**config.mk**
```make
export PLATFORM = sky130hd
export DESIGN_NAME = uart_rx
export DESIGN_NICKNAME = d
export VERILOG_FILES = /design/src/rtl/uart_rx_pkg.sv /design/src/rtl/uart_rx_sync_edge.sv /design/src/rtl/uart_rx.sv
export SDC_FILE = /design/constraint.sdc
export NUM_CORES = 1
export LEC_CHECK = 0
export BUFFER_PORTS_ARGS = -buffer_cell sky130_fd_sc_hd__buf_2
export CORE_ASPECT_RATIO = 1.75
export CORE_UTILIZATION = 30
export DETAILED_ROUTE_END_ITERATION = 16
export SLEW_MARGIN = 5
export SYNTH_ARGS = -nofsm -noshare
export SYNTH_HDL_FRONTEND = slang
export SYNTH_HIERARCHICAL = 1
export SYNTH_SLANG_ARGS = --single-unit
```
**constraint.sdc**
```tcl
create_clock -name clk -period 4.51 [get_ports clk]
set_input_delay 0.2255 -clock clk [delete_from_list [all_inputs] [get_ports clk]]
set_output_delay 0.2255 -clock clk [all_outputs]
set_load 0.005 [all_outputs]
```
**src/rtl/uart_rx_pkg.sv**
```systemverilog
// Shared definitions for the UART receive path: FSM state encoding and
// oversampling defaults used by uart_rx and its sub-module.
package uart_rx_pkg;

  localparam int UART_OVS = 16;
  localparam int UART_MID = 7;

  typedef enum logic [2:0] {
    RX_IDLE   = 3'd0,
    RX_START  = 3'd1,
    RX_DATA   = 3'd2,
    RX_PARITY = 3'd3,
    RX_STOP   = 3'd4
  } rx_state_e;

endpackage

```
**src/rtl/uart_rx_sync_edge.sv**
```systemverilog
// Two-flop synchronizer for the serial line plus a rising-edge detector that
// turns the slow baud16 clock into single-cycle ticks in the clk domain.
module uart_sync_edge (
  input  logic clk,
  input  logic rst_n,
  input  logic rxd,
  input  logic baud16_clk,
  output logic rxd_s,
  output logic tick
);

  logic rxd_meta_q, rxd_meta_d;
  logic rxd_s_q, rxd_s_d;
  logic baud16_q, baud16_d;

  always_comb begin
    rxd_meta_d = rxd;
    rxd_s_d    = rxd_meta_q;
    baud16_d   = baud16_clk;
  end

  // Line resets to its idle level; baud16_q resets high so a high baud clock
  // at reset release does not produce a spurious tick.
  always_ff @(posedge clk or negedge rst_n) begin
    if (!rst_n) begin
      rxd_meta_q <= 1'b1;
      rxd_s_q    <= 1'b1;
      baud16_q   <= 1'b1;
    end else begin
      rxd_meta_q <= rxd_meta_d;
      rxd_s_q    <= rxd_s_d;
      baud16_q   <= baud16_d;
    end
  end

  assign rxd_s = rxd_s_q;
  assign tick  = baud16_clk & ~baud16_q;

endmodule

```
**src/rtl/uart_rx.sv**
```systemverilog
// UART receiver: 1 start, 8 data bits LSB first, optional even/odd parity,
// 1 stop bit, sampled from an oversampling tick derived from baud16_clk.
module uart_rx
  import uart_rx_pkg::*;
#(
  parameter int OVS = UART_OVS,
  parameter int MID = UART_MID
) (
  input  logic       clk,
  input  logic       rst_n,
  input  logic       baud16_clk,
  input  logic       rx_en,
  input  logic       no_parity,
  input  logic       ev_parity,
  input  logic       rxd,
  output logic [7:0] rxd_out,
  output logic       rx_ok,
  output logic       parity_err,
  output logic       frame_err
);

  localparam int TW = $clog2(OVS);
  localparam logic [TW-1:0] TCNT_MID  = TW'(MID);
  localparam logic [TW-1:0] TCNT_LAST = TW'(OVS - 1);

  logic rxd_s, tick;

  rx_state_e state_q, state_d;
  logic [TW-1:0] tcnt_q, tcnt_d, tcnt_inc;
  logic [2:0] bcnt_q, bcnt_d;
  logic [7:0] shift_q, shift_d;
  logic cfg_np_q, cfg_np_d;
  logic cfg_ev_q, cfg_ev_d;
  logic par_bad_q, par_bad_d;
  logic wait_high_q, wait_high_d;
  logic [7:0] rxd_out_q, rxd_out_d;
  logic parity_err_q, parity_err_d;
  logic frame_err_q, frame_err_d;
  logic rx_ok_q, rx_ok_d;
  logic tcnt_last;

  uart_sync_edge u_sync_edge (
    .clk        (clk),
    .rst_n      (rst_n),
    .rxd        (rxd),
    .baud16_clk (baud16_clk),
    .rxd_s      (rxd_s),
    .tick       (tick)
  );

  assign tcnt_last = (tcnt_q == TCNT_LAST);
  assign tcnt_inc  = tcnt_last ? '0 : tcnt_q + 1'b1;

  always_ff @(posedge clk or negedge rst_n) begin
    if (!rst_n) begin
      state_q      <= RX_IDLE;
      tcnt_q       <= '0;
      bcnt_q       <= '0;
      shift_q      <= '0;
      cfg_np_q     <= 1'b0;
      cfg_ev_q     <= 1'b0;
      par_bad_q    <= 1'b0;
      wait_high_q  <= 1'b0;
      rxd_out_q    <= '0;
      parity_err_q <= 1'b0;
      frame_err_q  <= 1'b0;
      rx_ok_q      <= 1'b0;
    end else begin
      state_q      <= state_d;
      tcnt_q       <= tcnt_d;
      bcnt_q       <= bcnt_d;
      shift_q      <= shift_d;
      cfg_np_q     <= cfg_np_d;
      cfg_ev_q     <= cfg_ev_d;
      par_bad_q    <= par_bad_d;
      wait_high_q  <= wait_high_d;
      rxd_out_q    <= rxd_out_d;
      parity_err_q <= parity_err_d;
      frame_err_q  <= frame_err_d;
      rx_ok_q      <= rx_ok_d;
    end
  end

  // After a low stop bit the line must be seen high before a new start bit counts.
  always_comb begin
    state_d = state_q;
    if (!rx_en) begin
      state_d = RX_IDLE;
    end else if (tick) begin
      case (state_q)
        RX_IDLE:   if (!wait_high_q && !rxd_s) state_d = RX_START;
        RX_START:  if (tcnt_q == TCNT_MID) state_d = rxd_s ? RX_IDLE : RX_DATA;
        RX_DATA:   if (tcnt_last && bcnt_q == 3'd7) state_d = cfg_np_q ? RX_STOP : RX_PARITY;
        RX_PARITY: if (tcnt_last) state_d = RX_STOP;
        RX_STOP:   if (tcnt_last) state_d = RX_IDLE;
        default:   state_d = RX_IDLE;
      endcase
    end
  end

  always_comb begin
    tcnt_d       = tcnt_q;
    bcnt_d       = bcnt_q;
    shift_d      = shift_q;
    cfg_np_d     = cfg_np_q;
    cfg_ev_d     = cfg_ev_q;
    par_bad_d    = par_bad_q;
    wait_high_d  = wait_high_q;
    rxd_out_d    = rxd_out_q;
    parity_err_d = parity_err_q;
    frame_err_d  = frame_err_q;
    rx_ok_d      = 1'b0;
    if (!rx_en) begin
      tcnt_d      = '0;
      bcnt_d      = '0;
      shift_d     = '0;
      wait_high_d = 1'b0;
    end else if (tick) begin
      case (state_q)
        RX_IDLE: begin
          tcnt_d = '0;
          if (rxd_s) wait_high_d = 1'b0;
        end
        RX_START: begin
          tcnt_d = tcnt_inc;
          if (tcnt_q == TCNT_MID) begin
            tcnt_d = '0;
            if (!rxd_s) begin
              bcnt_d    = '0;
              cfg_np_d  = no_parity;
              cfg_ev_d  = ev_parity;
              par_bad_d = 1'b0;
            end
          end
        end
        RX_DATA: begin
          tcnt_d = tcnt_inc;
          if (tcnt_last) begin
            shift_d[bcnt_q] = rxd_s;
            bcnt_d          = bcnt_q + 3'd1;
          end
        end
        RX_PARITY: begin
          tcnt_d = tcnt_inc;
          if (tcnt_last) par_bad_d = rxd_s ^ (cfg_ev_q ? ^shift_q : ~^shift_q);
        end
        RX_STOP: begin
          tcnt_d = tcnt_inc;
          if (tcnt_last) begin
            rxd_out_d    = shift_q;
            parity_err_d = ~cfg_np_q & par_bad_q;
            frame_err_d  = ~rxd_s;
            wait_high_d  = ~rxd_s;
            rx_ok_d      = 1'b1;
          end
        end
        default: tcnt_d = '0;
      endcase
    end
  end

  assign rxd_out    = rxd_out_q;
  assign rx_ok      = rx_ok_q;
  assign parity_err = parity_err_q;
  assign frame_err  = frame_err_q;

endmodule

```
# [Word level (Yosys, flattened, before mapping)]
# Index checks and enable logic that the tools add are counted.
[totals] ff_bits=36 in_bits=7 output_inout_bits=11
[classes] addsub=2 order_cmp=2 eq_ne=23 muxes=42 n_bitwise=6 n_reduce_logical=17
[ops] operator="3-bit 2-to-1 mux" count=13
[ops] operator="8-bit 2-to-1 mux" count=4
[ops] operator="3-bit != test, second input constant" count=7
[ops] operator="4-bit 2-to-1 mux" count=4
[ops] operator="3-bit case mux with 5 select lines" count=1
[ops] operator="1-bit 2-to-1 mux" count=13
[ops] operator="6-bit AND reduction" count=2
[ops] operator="5-bit AND reduction" count=2
[ops] operator="8-bit bitwise mux" count=1
[ops] operator="4-bit case mux with 2 select lines" count=1
[ops] operator="4-bit AND reduction" count=2
[ops] operator="8-bit XNOR reduction" count=1
[ops] operator="8-bit XOR reduction" count=1
[ops] operator="3-bit by 2-bit == test with 1-bit output, second input constant" count=2
[ops] operator="3-bit == test, second input constant" count=2
[ops] operator="2-bit by 1-bit != test with 1-bit output, second input constant" count=3
[ops] operator="2-bit != test, second input constant" count=3
[ops] operator="3-bit by 1-bit != test with 1-bit output, second input constant" count=2
[ops] operator="3-bit case mux with 2 select lines" count=1
[ops] operator="4-bit by 1-bit adder with 4-bit output, second input constant" count=1
[ops] operator="4-bit by 3-bit == test with 1-bit output, second input constant" count=1
[ops] operator="4-bit == test, second input constant" count=1
[ops] operator="3-bit by 4-bit less-than comparator with 1-bit output, second input constant" count=1
[ops] operator="1-bit case mux with 2 select lines" count=2
[ops] operator="other kinds (15)" count=21

# [Longest topological paths before layout]
# Gate-level depths: netlist (run 1).
[logic_depth] ltp_word=9 depth_mapped=7 mapped_depth_nobuf=6

# [Hierarchy]
# Netlist (run 1), hierarchy kept.
[by_module_without_submodules] mod="uart_rx" instances=1 cells_per_inst=183 area_each_um2=1855.5 seq_area_each_um2=825.8
[by_module_without_submodules] mod="uart_sync_edge" instances=1 cells_per_inst=4 area_each_um2=92.6 seq_area_each_um2=78.8

# [Worst setup path before layout (run 1)]
# Ideal clock, no wire load.
[synth_path] kind="reg2reg" startpoint="reg tcnt_q[0]" endpoint="reg parity_err_q, in the netlist parity_err" setup_time_ps=127 t_arrival_ps=1585 required_ps=4383 path_slack_ps=2797 stages_incl_launch_ff=8 path_buffers=2 synth_period_minus_slack_ps=1713 cell_sequence="dfrtp_1 -> ha_1 -> and2_0 -> buf_2 -> nand2_1 -> nor3_4 -> buf_6 -> mux2_1"
[synth_between] elab_chain_cells=2
[synth_lines] element="from (decl)" line_no="uart_rx.sv:29" text="logic [TW-1:0] tcnt_q, tcnt_d, tcnt_inc;"
[synth_lines] element="from (signal assigned)" line_no="uart_rx.sv:70" text="tcnt_q <= tcnt_d;"
[synth_lines] element="4-bit == test" line_no="uart_rx.sv:51" text="assign tcnt_last = (tcnt_q == TCNT_LAST);"
[synth_lines] element="4-bit AND reduction (no source line)"
[synth_lines] element="to (signal assigned)" line_no="uart_rx.sv:78" text="parity_err_q <= parity_err_d;"
[synth_lines] element="to (decl)" line_no="uart_rx.sv:37" text="logic parity_err_q, parity_err_d;"
# No other way between the ends.
# A chain may end at the register's enable or synchronous reset.

# [Final worst setup path (run 1)]
[layout_path] startpoint="reg state_q[2]" endpoint="reg rxd_out_q[0], in the netlist rxd_out[0]"
[layout_between] elab_chain_cells=2
[layout_lines] element="from (decl)" line_no="uart_rx.sv:28" text="rx_state_e state_q, state_d;"
[layout_lines] element="from (signal assigned)" line_no="uart_rx.sv:69" text="state_q <= state_d;"
[layout_lines] element="3-bit == test" line_no="uart_rx.sv:119" text="case (state_q)"
[layout_lines] element="4-bit AND reduction (no source line)"
[layout_lines] element="to (signal assigned)" line_no="uart_rx.sv:77" text="rxd_out_q <= rxd_out_d;"
[layout_lines] element="to (decl)" line_no="uart_rx.sv:36" text="logic [7:0] rxd_out_q, rxd_out_d;"
# No other way between the ends.

==> reports/metrics.cfg, run 1 <==
[status]
status = complete, no violations

[job]
max_cap_viol_count = 0

[min_path]
hold_class = in -> async

[pwr]
irDropWorstVdd_mv = 0.0980
p_leak_nw = 0.984
p_per_area_nw_per_um2 = 293
p_total_mw = 0.639

[drt]
wl_per_cell_um = 14.6
drt_iter0_drc = 54
drt-total-wl_um = 4090
via_count = 1443
firstDrtPassIters = 4
ant_nets = 0
vias_per_cell = 5.15
drc = 0

[setup_path]
critPathMaxFanout = 16
slowest_stage = dfrtp_1
max_stage_delay_ns = 0.62
crit_path_end_kind = register
r2r_end = rxd_out[0]
required_ns = 4.68
reg2reg_slack_ns = 2.39
path_cells = or3b_1 -> nor3_4 -> mux2_2
path_class = reg -> reg
reg2reg_depth = 3
start_kind = register
rr_startpoint = state_q[2]
cp_data_arrival_time_ns = 2.29

[synth]
muxShareOfSynthArea_pct = 8.99
ys_seq_elements = 36
synth_compound_area_share_pct = 18.0
synthAdderAreaFrac_pct = 1.93
synth_edf_count = 0
avgSynthCellArea_um2 = 10.4
yosys_warnings = 6
synth_nets = 197
ys_seq_area_share_pct = 46.4
synth_cell_type_count = 53
ys.flop_type = dfrtp_1
synth-xor-area-share_pct = 4.75
synth_top_family_by_area = compound AO/OA/AOI/OAI gates
netlist_area_um2 = 1950
synthArstFlopShare_pct = 100
synthCells = 187
synth-simple-area-share_pct = 15.5

[sta]
fin_crit_sh_pct = 47.1
finalSetupViolCount = 0
setup_tns_ns = 0
holdWs_ns = 0.0265
finalHoldViolCount = 0
slew_viol_final = 0
finalClockSkew_ns = 0.00586
worst_pin_slew_ns = 0.813
clock.fmax_mhz = 471
post-route-min-period_ns = 2.12
slew_headroom_pct = 45.8
rsz0062_at_grt = no

[die]
die_h_um = 109
ios = 18
fp.dieArea_um2 = 6830
die_w_um = 62.9
fp-row-count = 38
initial_core_util_pct = 31.3
core-area_um2 = 6230

[global_route]
grt_max_degree = 37
grt_pass1_wl_um = 6710
grt.total_usage_pct = 13.0
grt_antenna_before_repair = 0
first_global_vias = 1387
gr-total-overflow = 0

[final_layout]
fillCellCount = 654
syn_to_final_growth_pct = 12.0
n_antenna_cell = 0
multi_input_area_um2 = 958
fin_nets = 209
drive_gt1_share_pct = 17.5
ff_latch_area_um2 = 905
stdcell_area_um2 = 2180

[placed_design]
portBuffers = 17
place_congestion = 0.898
postPlaceCellArea_um2 = 2070
hpwl_um = 3020

[cts]
cts_setup_buffers = 0
cts_root_buffer = clkbuf_8
cts_buffers = 5
postCtsResizedCells = 0
clk_latency_ns = 0.28
hold_buffers = 0
cts_max_level = 2
cts_tree = built
cts_max_path_buffers = 2
clock-sinks = 36
path_clk_slew_ns = 0.07

-- how the worst max path moves through the flow --
stage	endpoint	depth (start not counted)	from
after global placement	rxd_out[0]	3	state_q[2]
after floorplan	parity_err	7	tcnt_q[0]
after detailed placement	rxd_out[0]	3	state_q[2]
final	rxd_out[0]	3	state_q[2]
after CTS	rxd_out[0]	3	state_q[2]
after global routing	rxd_out[0]	5	tcnt_q[0]
-- kinds of logic after synthesis --
kind of cell	Yosys count
simple gates	54
compound gates	50
flops	36
buf+inv	19
mux	16
xor+xnor	9
fa+ha+maj	3
-- routing by layer --
layer	up-vias	global-route usage, %	wire length [µm]
met1	703	13.6	1600
met3	9	2.43	114
met2	27	23.7	2260
met4	0	7.64	112
met5	-	0	0
li1	704	-	-
-- cells in the mapped netlist, types with 2 or more instances --
master | count | area (µm²)
a32o_1 | 2 | 20.0
o31ai_1 | 3 | 22.5
nand2_1 | 18 | 67.6
a22o_1 | 3 | 26.3
nor4_1 | 2 | 12.5
nor2b_1 | 3 | 18.8
ha_1 | 3 | 37.5
nand3_1 | 2 | 10.0
a2111o_1 | 2 | 22.5
dfrtp_1 | 33 | 826
buf_2 | 5 | 25.0
mux2_1 | 9 | 101
o21ai_0 | 14 | 70.1
xnor2_1 | 8 | 70.1
nand4b_1 | 2 | 17.5
mux2i_1 | 4 | 40.0
o211ai_1 | 2 | 15.0
dfstp_2 | 3 | 78.8
inv_1 | 6 | 22.5
mux2_2 | 3 | 33.8
a21oi_1 | 9 | 45.0
clkbuf_1 | 6 | 22.5
nor2_1 | 7 | 26.3
a21o_1 | 2 | 15.0
nand2b_1 | 3 | 18.8
a31oi_1 | 2 | 12.5
nor3_1 | 5 | 25.0
-- metrics by stage --
stage                     util (%)  std cells  setup WS, ns
after global placement        33.3        272          2.43
final                         35.0        280          2.39
after detailed placement      33.3        272          2.39
after global routing          35.0        280          2.28
after CTS                     35.0        280          2.39
after floorplan                  -        187          2.80
-- state kept, by name, indices dropped and copies added (netlist names) --
signal                  cells
parity_err                  1
u_sync_edge/baud16_q        1
wait_high_q                 1
shift_q                     8
cfg_np_q                    1
u_sync_edge/rxd_meta_q      1
rxd_out                     8
cfg_ev_q                    1
state_q                     3
rx_ok                       1
u_sync_edge/rxd_s           1
tcnt_q                      4
frame_err                   1
bcnt_q                      3
par_bad_q                   1
-- power breakdown --
| part | internal (mW) | total (mW) | switching [mW] | leakage [nW] |
|---|---|---|---|---|
| Combinational | 0.00998 | 0.0316 | 0.0216 | 0.442 |
| Sequential | 0.326 | 0.330 | 0.00435 | 0.487 |
| Clock | 0.164 | 0.277 | 0.113 | 0.0552 |
-- layout make-up --
cell class	instances	share of cell area [%]
Inverter	7	1.20
Clock inverter	2	1.61
Clock buffer	6	3.33
Tap cell	80	4.59
Sequential cell	36	41.5
Multi-Input combinational cell	132	43.9
Timing Repair Buffer	17	3.90
-- cells in the final DEF (no fill, tap or decap), drive strengths merged, types with 3 or more instances in the layout --
master | synthesis | layout
nand2b | 3 | 3
nor3 | 6 | 6
a21oi | 9 | 9
xnor2 | 8 | 8
nand2 | 18 | 18
nor2b | 4 | 4
clkbuf | 6 | 6
ha | 3 | 3
mux2i | 4 | 4
dfrtp | 33 | 33
inv | 6 | 6
buf | 6 | 17
o21ai | 16 | 16
o31ai | 3 | 3
nor2 | 7 | 7
mux2 | 12 | 12
dfstp | 3 | 3
a22o | 3 | 3
-- critical path: cells and delay by family (launching register included) --
family | cells | cell delay (ns)
muxes | 1 | 0.39
DFF | 1 | 0.62
and+or+nand+nor | 2 | 0.99
(Power assumes the default switching activity.)
==> run 2, diff against run 1 <==
- clock period: 4.51 -> 1.9 ns (I/O delays scaled with it)
==> reports/metrics.cfg, run 2 (synthesized netlist as in run 1, its figures left out) <==
[pwr]
p_int_mw = 1.06  ; +110%
p_total_mw = 1.41  ; +120%
p_per_area_nw_per_um2 = 610  ; +110%
swShare_pct = 24.7  ; +2.9 points
pwr-share-comb_pct = 6.8  ; +1.9 points
power_switching_mw = 0.348  ; +150%
p_leak_nw = 1.06  ; +8.2%
irDropWorstVdd_mv = 0.230  ; +130%
p_seq_share_pct = 55.1  ; +3.4 points
pwr-share-clk_pct = 38.1  ; -5.3 points

[global_route]
grt_pass1_wl_um = 7630  ; +14%
grt.total_usage_pct = 14.6  ; +1.6 points
first_global_vias = 1616  ; +17%
grt_max_degree = 37  ; unchanged
grt_antenna_before_repair = 0  ; unchanged
gr-total-overflow = 0  ; unchanged

[final_layout]
n_antenna_cell = 0  ; unchanged
layout_commonest_cell = dfrtp_1
fin_nets = 226  ; +8.1%
most-common-layout-cells = dfrtp_1 (33), nand2_1 (18), buf_2 (17)
syn_to_final_growth_pct = 18.8
drive_gt1_share_pct = 23.5  ; +6.0 points

[setup_path]
path_class = in -> reg
crit_path_end_kind = register
max_stage_delay_ns = 0.51  ; -0.11 ns
required_ns = 2.08  ; -2.60 ns
path_cells = dlygate4sd3_1 -> buf_2 -> nor2b_4 -> nand2_1 -> nor3_4 -> buf_12 -> mux2_2
start_kind = input port
critPathMaxFanout = 11  ; -5
reg2reg_slack_ns = 0.14  ; -2.25 ns
slowest_stage = dlygate4sd3_1
path_delay_family = buffers and inverters
cp_data_arrival_time_ns = 1.95  ; -0.34 ns
crit_buf_inv = 3  ; +3

[die]
fp-row-count = 38  ; unchanged
die_w_um = 62.9  ; unchanged
fp.dieArea_um2 = 6830  ; unchanged
ios = 18  ; unchanged
initial_core_util_pct = 31.3  ; unchanged
core-area_um2 = 6230  ; unchanged
die_h_um = 109  ; unchanged

[sta]
clock.fmax_mhz = 563
finalClockSkew_ns = 0.00756  ; +0.00170 ns
post-route-min-period_ns = 1.78
fin_crit_sh_pct = 93.5
finalSetupViolCount = 0  ; unchanged
slew_headroom_pct = 47.4  ; +1.6 points
setup_tns_ns = 0  ; unchanged
rsz0062_at_grt = no
finalHoldViolCount = 0  ; unchanged
worst_pin_slew_ns = 0.788  ; -0.0247 ns
slew_viol_final = 0  ; unchanged
holdWs_ns = 0.0426  ; +0.0161 ns

[cts]
cts_tree = built
path_clk_slew_ns = 0.08  ; about the same
cts_setup_buffers = 0  ; unchanged
clk_latency_ns = 0.29  ; about the same
cts_root_buffer = clkbuf_8
cts_buffers = 5  ; unchanged
cts_max_level = 2  ; unchanged
clock-sinks = 36  ; unchanged
cts_max_path_buffers = 2  ; unchanged

[min_path]
hold_class = in -> reg

[placed_design]
place_congestion = 0.870  ; -3.1%
hpwl_um = 3370  ; +11%
portBuffers = 17  ; unchanged

[drt]
drt-total-wl_um = 4430  ; +8.3%
via_count = 1527  ; +5.8%
firstDrtPassIters = 4  ; unchanged
drt_iter0_drc = 50  ; -7.4%
vias_per_cell = 5.14  ; -0.24%
wl_per_cell_um = 14.9  ; +2.1%
drc = 0  ; unchanged
ant_nets = 0  ; unchanged

[job]
max_cap_viol_count = 0  ; unchanged

[status]
status = complete, no violations

==> run 2: cell count changes in the layout (fill, tap and decap cells not counted), sizes merged <==
cell,change
buf,+14
dlygate4sd3,+3
clkinv,+2
bufinv,-1
clkbuf,-1
==> run 2: worst register-to-register path, cell delays in order, from the launching register on <==
cell,delay (ns)
dfrtp_1,0.39
ha_1,0.26
and2_0,0.18
nand2_1,0.10
nor3_4,0.21
buf_12,0.16
mux2_2,0.35
==> run 2: cell type report <==
type / instances / area [µm²]
clock buffers: 5 / 68.8
clock inverters: 3 / 18.8
fillers: 645 / 3910
inverters: 7 / 26.3
multi-input cells: 132 / 963
flip-flops and latches: 36 / 905
well taps: 80 / 100
repair buffers: 34 / 233
==> run 2: final timing paths <==
path | end | startpoint | cells past startpoint
worst min register to register | u_sync_edge/rxd_s | u_sync_edge/rxd_meta_q | 0
max in group asynchronous | cfg_np_q | rst_n | 2
worst max register to register | rxd_out[0] | tcnt_q[0] | 6
worst min-delay path | cfg_ev_q | ev_parity | 2
min in group asynchronous | rxd_out[3] | rst_n | 2
worst max-delay path | rxd_out[0] | baud16_clk | 7
==> run 2: power by group through the flow <==
stage | clock network (mW) | registers, mW | logic, mW
global route | 0.596 | 0.778 | 0.108
detailed placement | 0 | 0.793 | 0.0921
CTS | 0.556 | 0.778 | 0.0971
finish | 0.538 | 0.778 | 0.0963
global placement | 0 | 0.793 | 0.0919
floorplan | 0 | 0.791 | 0.0478
==> run 2: timing repair <==
item / CTS / global route
hold buffers: 3 / 0
gates resized for setup: 0 / 1
hold endpoints to repair: 35 / 0
setup endpoints to repair: 0 / 2
==> run 2: stage by stage <==
step | utilization, % | setup slack [ns] | std cells | cell area [µm²]
2_1_floorplan | - | 0.187 | 187 | 1950
3_3_place_gp | 35.2 | 0.107 | 286 | 2190
3_5_place_dp | 35.2 | 0.123 | 286 | 2190
4_1_cts | 37.1 | 0.110 | 297 | 2310
5_1_grt | 37.2 | 0.0331 | 297 | 2310
6_report | 37.2 | 0.124 | 297 | 2310
==> run 2: routing by layer <==
metal | vias to the layer above | part of all wire, % | GRT usage [%]
li1 | 738 | - | -
met1 | 729 | 36 | 14.5
met2 | 44 | 55 | 26.9
met3 | 16 | 3.3 | 2.85
met4 | 0 | 4.9 | 9.97
met5 | - | 0 | 0
